==> src/rtl/blink_mode_ctrl.sv <==
// Mode controller for the LED blink datapath: OFF/ON/per-channel blink FSM,
// output mux select and one saturating rate register per blinker channel.
`timescale 1ns/1ps
module blink_mode_ctrl #(
    parameter  int NUM_CH    = 2,
    parameter  int RATE_W    = 4,
    parameter  int RATE_INIT = 8,
    localparam int SW        = $clog2(2*NUM_CH+2),
    localparam int MW        = $clog2(NUM_CH+2)
) (
    input  logic                     clk,
    input  logic                     reset,
    input  logic                     next,
    input  logic                     up_button,
    input  logic                     down_button,
    output logic [SW-1:0]            mode_state,
    output logic [MW-1:0]            mux_sel,
    output logic [NUM_CH-1:0]        left,
    output logic [NUM_CH-1:0]        right,
    output logic [NUM_CH*RATE_W-1:0] rate
);

    localparam logic [SW-1:0]     LAST_ST  = SW'(2*NUM_CH+1);
    localparam logic [RATE_W-1:0] RATE_MAX = {RATE_W{1'b1}};
    localparam logic [RATE_W-1:0] RATE_RST = RATE_W'(RATE_INIT);

    logic [SW-1:0]            state_q, state_d;
    logic [NUM_CH*RATE_W-1:0] rate_q, rate_d;
    logic [NUM_CH-1:0]        left_q, left_d, right_q, right_d;
    logic                     next_prev_q, up_prev_q, down_prev_q;
    logic                     next_ev_s, up_ev_s, down_ev_s;
    logic                     blink_s, adj_s;
    logic [SW-1:0]            chan_s;

    assign next_ev_s = next & ~next_prev_q;
    assign up_ev_s   = up_button & ~up_prev_q;
    assign down_ev_s = down_button & ~down_prev_q;

    // Odd states from S3 upward are blink modes; S(2k+1) drives channel k-1.
    assign blink_s = state_q[0] && (state_q != SW'(1));
    assign chan_s  = (state_q >> 1) - SW'(1);
    // A next press, or up and down together, suppresses any rate change.
    assign adj_s   = blink_s && !next_ev_s && (up_ev_s ^ down_ev_s);

    assign mode_state = state_q;
    assign mux_sel    = state_q[0] ? MW'((state_q >> 1) + SW'(1)) : '0;
    assign left       = left_q;
    assign right      = right_q;
    assign rate       = rate_q;

    // State, rate, strobe and button-history registers.
    always_ff @(posedge clk or negedge reset) begin
        if (!reset) begin
            state_q     <= '0;
            rate_q      <= {NUM_CH{RATE_RST}};
            left_q      <= '0;
            right_q     <= '0;
            next_prev_q <= 1'b1;
            up_prev_q   <= 1'b1;
            down_prev_q <= 1'b1;
        end else begin
            state_q     <= state_d;
            rate_q      <= rate_d;
            left_q      <= left_d;
            right_q     <= right_d;
            next_prev_q <= next;
            up_prev_q   <= up_button;
            down_prev_q <= down_button;
        end
    end

    // Next-state, saturating rate update and strobe generation.
    always_comb begin
        state_d = state_q;
        rate_d  = rate_q;
        left_d  = '0;
        right_d = '0;
        if (next_ev_s) begin
            if (state_q == LAST_ST) begin
                state_d = '0;
            end else begin
                state_d = state_q + SW'(1);
            end
        end else begin
            state_d = state_q;
        end
        for (int k = 0; k < NUM_CH; k++) begin
            if (adj_s && (chan_s == SW'(k))) begin
                if (up_ev_s && (rate_q[k*RATE_W +: RATE_W] != RATE_MAX)) begin
                    rate_d[k*RATE_W +: RATE_W] = rate_q[k*RATE_W +: RATE_W] + RATE_W'(1);
                    left_d[k] = 1'b1;
                end else if (down_ev_s && (rate_q[k*RATE_W +: RATE_W] != '0)) begin
                    rate_d[k*RATE_W +: RATE_W] = rate_q[k*RATE_W +: RATE_W] - RATE_W'(1);
                    right_d[k] = 1'b1;
                end else begin
                    rate_d[k*RATE_W +: RATE_W] = rate_q[k*RATE_W +: RATE_W];
                end
            end else begin
                rate_d[k*RATE_W +: RATE_W] = rate_q[k*RATE_W +: RATE_W];
            end
        end
    end

endmodule

==> config.mk <==
export PLATFORM = sky130hd
export DESIGN_NAME = blink_mode_ctrl
export DESIGN_NICKNAME = d
export VERILOG_FILES = /design/src/rtl/blink_mode_ctrl.sv
export SDC_FILE = /design/constraint.sdc
export NUM_CORES = 1
export LEC_CHECK = 0
export CORE_AREA = 2 2 47 49
export CTS_BUF_LIST = sky130_fd_sc_hd__clkbuf_4 sky130_fd_sc_hd__clkbuf_8 sky130_fd_sc_hd__clkbuf_16
export DETAILED_ROUTE_END_ITERATION = 8
export DIE_AREA = 0 0 49 51
export PLACE_DENSITY = 0.91
export SETUP_SLACK_MARGIN = 0.1
export SKIP_CTS_REPAIR_TIMING = 1
export SKIP_LAST_GASP = 1
export SLEW_MARGIN = 20
export SYNTH_ARGS = -nofsm -noshare
export SYNTH_HDL_FRONTEND = slang
export SYNTH_SLANG_ARGS = --single-unit
==> constraint.sdc <==
create_clock -name clk -period 3.4 [get_ports clk]
set_input_delay 0.51 -clock clk [delete_from_list [all_inputs] [get_ports clk]]
set_output_delay 0.51 -clock clk [all_outputs]
set_load 0.005 [all_outputs]
# ---- Word-level counts from Yosys, hierarchy flattened
# Index checks and enable logic that the tools add are counted.
dict set report classes {
  addsub 7
  n_eq_ne 5
  muxes 16
  bitwise_logic 7
  reduce_logical 17
}
# op count
set op_table {}
lappend op_table {{$mux 4} 4}
lappend op_table {{$mux 1} 10}
lappend op_table {{$logic_and 1x1->1} 9}
lappend op_table {{$add 4x1->4 const B} 2}
lappend op_table {{$ne 4x4->1 const B} 2}
lappend op_table {{$reduce_bool 4->1} 2}
lappend op_table {{$sub 4x1->4 const B} 2}
lappend op_table {{$reduce_and 2->1} 2}
lappend op_table {{$reduce_bool 2->1} 2}
lappend op_table {{$add 3x1->3 const B} 1}
lappend op_table {{$and 1x1->1} 3}
lappend op_table {{$eq 3x1->1 const B} 1}
lappend op_table {{$eq 3x3->1 const B} 1}
lappend op_table {{$logic_not 3->1} 1}
lappend op_table {{$mux 3} 1}
lappend op_table {{$ne 3x1->1 const B} 1}
lappend op_table {{$not 1->1} 3}
lappend op_table {{$sub 2x1->3 const B} 1}
lappend op_table {{$add 2x1->2 const B} 1}
lappend op_table {{$mux 2} 1}
lappend op_table {{$logic_not 1->1} 1}
lappend op_table {{$xor 1x1->1} 1}
dict set report totals {
  ff_bits 18
  inputBits 5
  output_inout_bits 17
  word_cells 60
}

# ---- Longest topological paths before layout
dict set report logic_depth {
  word_depth 7
  ltp_mapped 7
  ltp_nobuf 7
}

# ---- Worst setup path before layout
# Ideal clock, no wire load.
dict set report synth_timing {
  kind {register to register}
  startpoint {register rate_q[7], in the netlist rate[7]}
  endpoint {register rate_q[7], in the netlist rate[7]}
  setup_time_ns 0.075
  arrival_ns 1.872
  setup_slack_ns 1.453
  path_stages_with_launch 8
  period_less_slack_ns 1.947
  path_cell_list {dfstp_2 > and4_1 > nand2b_1 > ha_1 > a21oi_1 > a211oi_1 > o2111ai_1 > xnor2_1}
}
dict set report synth_between {
  elab_chain_len 4
}
# item line_no
set synth_rtl {}
lappend synth_rtl {{start, declared} 28} ;# logic [NUM_CH*RATE_W-1:0] rate_q, rate_d;
lappend synth_rtl {{start signal, assigned} 55} ;# rate_q <= {NUM_CH{RATE_RST}};
lappend synth_rtl {{start signal, assigned} 63} ;# rate_q <= rate_d;
lappend synth_rtl {{parallel branches: the longest is 4 deep, another holds $sub 4x1->4} n/a}
# Parallel ways; which one is timed is not known. The select of a mux whose other input is x is not followed.
# A chain may end at the register's enable or synchronous reset.

# ---- Final worst setup path
dict set report layout_timing {
  startpoint {register state_q[1], in the netlist mode_state[1]}
  endpoint {output port mux_sel[1]}
}
dict set report layout_between {
  elab_chain_len 2
}
# item line_no
set layout_rtl {}
lappend layout_rtl {{start, declared} 27} ;# logic [SW-1:0] state_q, state_d;
lappend layout_rtl {{start signal, assigned} 62} ;# state_q <= state_d;
lappend layout_rtl {{$add 2x1->2} 46} ;# assign mux_sel = state_q[0] ? MW'((state_q >> 1) + SW'(1)) : '0;
lappend layout_rtl {{$mux 2} 46}
lappend layout_rtl {{end, declared} 17} ;# output logic [MW-1:0] mux_sel,
# Every way passes these cells.

==> impl_metrics.yaml <==
timing:
  skew_ns: 0.00260
  finalCriticalPeriod_ns: 2.29
  fin_ws_ns: 1.11
  worst_slew_pin_slew_ns: 0.794
  relSlewSlack: 0.469
  finalHoldViolCount: 0
  finalSetupTns_ns: 0
  fin_worst_hold_slack_ns: 0.521
  setup_viol: 0
  min_period_over_period: 0.673
  max_freq_mhz: 437
  rsz0062_at_grt: "false"
  slew_viol_final: 0
critical_path:
  cp-end-kind: "output port"
  arrival_ns: 1.78
  required_ns: 2.89
  cp_cell_sequence: "inv_1, ha_1, nor2b_1, clkdlybuf4s50_1"
  crit_buf_inv: 2
  slowest_delay_ns: 0.51
  slowest_stage: "clkdlybuf4s50_1"
  worstSetupStartpointType: "flop"
  critical_path_class: "reg2out"
  crit_family: "buffers and inverters"
  path_max_fanout: 7
detailed_routing:
  drtPass1Iterations: 3
  vias: 749
  ant_nets: 0
  finalWirelength_um: 1860
  avgViaCountPerCell: 5.59
  wl_per_cell_um: 13.9
  drc_errors: 0
  drt_iter0_drc: 16
floorplanning:
  die_width_um: 49
  die-area_um2: 2500
  dieHeight_um: 51
  rows: 17
  ios: 22
  start_util: 0.483
  core_area_um2: 2060
logic_synthesis:
  ys_ff_latch: 18
  synth_mux_area_frac: 0.0452
  yosys.area_share.adder: 0.115
  synthSimpleGateAreaFrac: 0.188
  synth_nets: 94
  synth-compound-area-share: 0.0966
  synth_edf_count: 0
  synthCells: 81
  synth-xor-area-share: 0.0891
  seq_area_frac_synth: 0.458
  yosysWarnings: 0
  avgSynthCellArea_um2: 12.3
  ys_types: 32
  synth_top_family_by_area: "simple AND/OR/NAND/NOR gates"
  synth_ff_type: "dfrtp_1"
  synthesis.area_um2: 997
  synthArstFlopShare: 1.00
placed_design:
  place_inst: 130
  io_buffer_count: 21
  routabilityCongestion: 0.865
  hpwl_um: 1420
  post-place-ws_ns: 0.871
clock_tree:
  cts_root_buffer: "clkbuf_4"
  insertion_delay_ns: 0.30
  cts_tree: "yes"
  clock-sinks: 18
  cts_buffer_depth: 2
  htreeDepth: 1
  cts-buffers-inserted: 3
  clk_pin_slew_worst_paths_ns: 0.10
global_routing:
  grt_overflow_total: 0
  antenna_found_initial: 0
  grt_pass1_vias: 759
  grt_first_pass_wirelength_um: 3290
  grt_max_degree: 19
  grt_usage: 0.173
job:
  cap_viol_max_count: 0
power:
  p_leak_nw: 0.542
  vdd_drop_max_v: 0.000422
  power_density_nw_per_um2: 692
min_path:
  min_path_type: "reg2reg"
layout:
  num_antenna_cells: 0
  stdcell_count: 134
  utilization: 0.620
  areaGrowthSynthToFinish_pct: 28.2
  nets: 120
  final_layout_size_suffix_gt1_frac: 0.142
run_status:
  status: "finished clean"
registers in the layout, indices dropped and copies added, names as in the netlist:
name,cells
down_prev_q,1
right,2
rate,8
next_prev_q,1
left,2
mode_state,3
up_prev_q,1
through the flow:
step	cell area [µm²]	power, mW
after floorplan	997	0.552
after global placement	1240	0.727
after detailed placement	1240	0.755
after CTS	1280	0.897
after global routing	1280	0.956
final	1280	0.885
report_power, final:
group / leakage [nW] / switching (mW) / total [mW] / internal, mW
clock network: 0.0210 / 0.0687 / 0.134 / 0.0654
logic: 0.295 / 0.156 / 0.390 / 0.234
registers: 0.226 / 0.0880 / 0.361 / 0.273
final cells by class:
cell class | count | area, µm²
Clock buffer | 4 | 36.3
Tap cell | 28 | 35.0
Fill cell | 174 | 785
Sequential cell | 18 | 457
Timing Repair Buffer | 21 | 210
Multi-Input combinational cell | 61 | 533
Inverter | 2 | 7.51
cell usage in the layout, fill, tap and decap left out, types with 2 or more instances in the layout:
master and count:
a211oi_1 2, a21oi_1 2, and3_1 2, and4_1 2, clkbuf_4 3, clkdlybuf4s50_1 21, dfrtp_1 13, dfstp_2 5
fa_1 2, ha_1 6, inv_1 2, mux2_1 4, nand2_1 4, nand2b_1 4, nand3_1 2, nand3_2 2
nor2_1 2, nor2b_1 2, nor4_1 2, nor4b_1 2, o2111ai_1 2, o211a_1 2, xnor2_1 5, xor2_1 2
logic make-up (layout without fill, tap and decap cells):
kind of cell               Yosys count  count (layout)
buffers and inverters                2              27
adders and majority gates            8               8
DFF                                 18              18
muxes                                4               4
xor gates and xnor gates             8               8
AOI/OAI and AO/OA                   12              12
and+or+nand+nor                     29              29
cells in the mapped netlist (2+ instances only):
| cell | instances | area share |
|---|---|---|
| a211oi_1 | 2 | 0.015 |
| a21oi_1 | 2 | 0.010 |
| and3_1 | 2 | 0.013 |
| and4_1 | 2 | 0.018 |
| dfrtp_1 | 13 | 0.33 |
| dfstp_2 | 5 | 0.13 |
| fa_1 | 2 | 0.040 |
| ha_1 | 6 | 0.075 |
| inv_1 | 2 | 0.0075 |
| mux2_1 | 4 | 0.045 |
| nand2_1 | 4 | 0.015 |
| nand2b_1 | 4 | 0.025 |
| nand3_1 | 2 | 0.010 |
| nand3_2 | 2 | 0.020 |
| nor2_1 | 2 | 0.0075 |
| nor2b_1 | 2 | 0.013 |
| nor4_1 | 2 | 0.013 |
| nor4b_1 | 2 | 0.018 |
| o2111ai_1 | 2 | 0.018 |
| o211a_1 | 2 | 0.020 |
| xnor2_1 | 5 | 0.044 |
| xor2_1 | 2 | 0.018 |
metal layers:
| layer | up-vias | part of all wire | global-route usage | wire [µm] |
|---|---|---|---|---|
| met2 | 13 | 0.52 | 0.313 | 970 |
| met5 | - | 0 | 0 | 0 |
| met4 | 0 | 0.026 | 0.100 | 48 |
| li1 | 351 | - | - | - |
| met1 | 380 | 0.43 | 0.198 | 799 |
| met3 | 5 | 0.025 | 0.0205 | 46 |
worst paths after layout:
kind,from,endpoint,slack [ns],cells past startpoint
hold / removal,rate[3]$_DFFE_PN1P_,rate[3]$_DFFE_PN1P_,0.52,1
min in group asynchronous,reset,left[1]$_DFF_PN0_,0.66,1
setup reg to reg,rate[3]$_DFFE_PN1P_,rate[3]$_DFFE_PN1P_,1.23,7
hold reg to reg,rate[3]$_DFFE_PN1P_,rate[3]$_DFFE_PN1P_,0.52,1
max in group asynchronous,reset,mode_state[0]$_DFFE_PN0P_,2.25,1
setup / recovery,mode_state[1]$_DFFE_PN0P_,mux_sel[1],1.11,4
(Power assumes the default switching activity.)
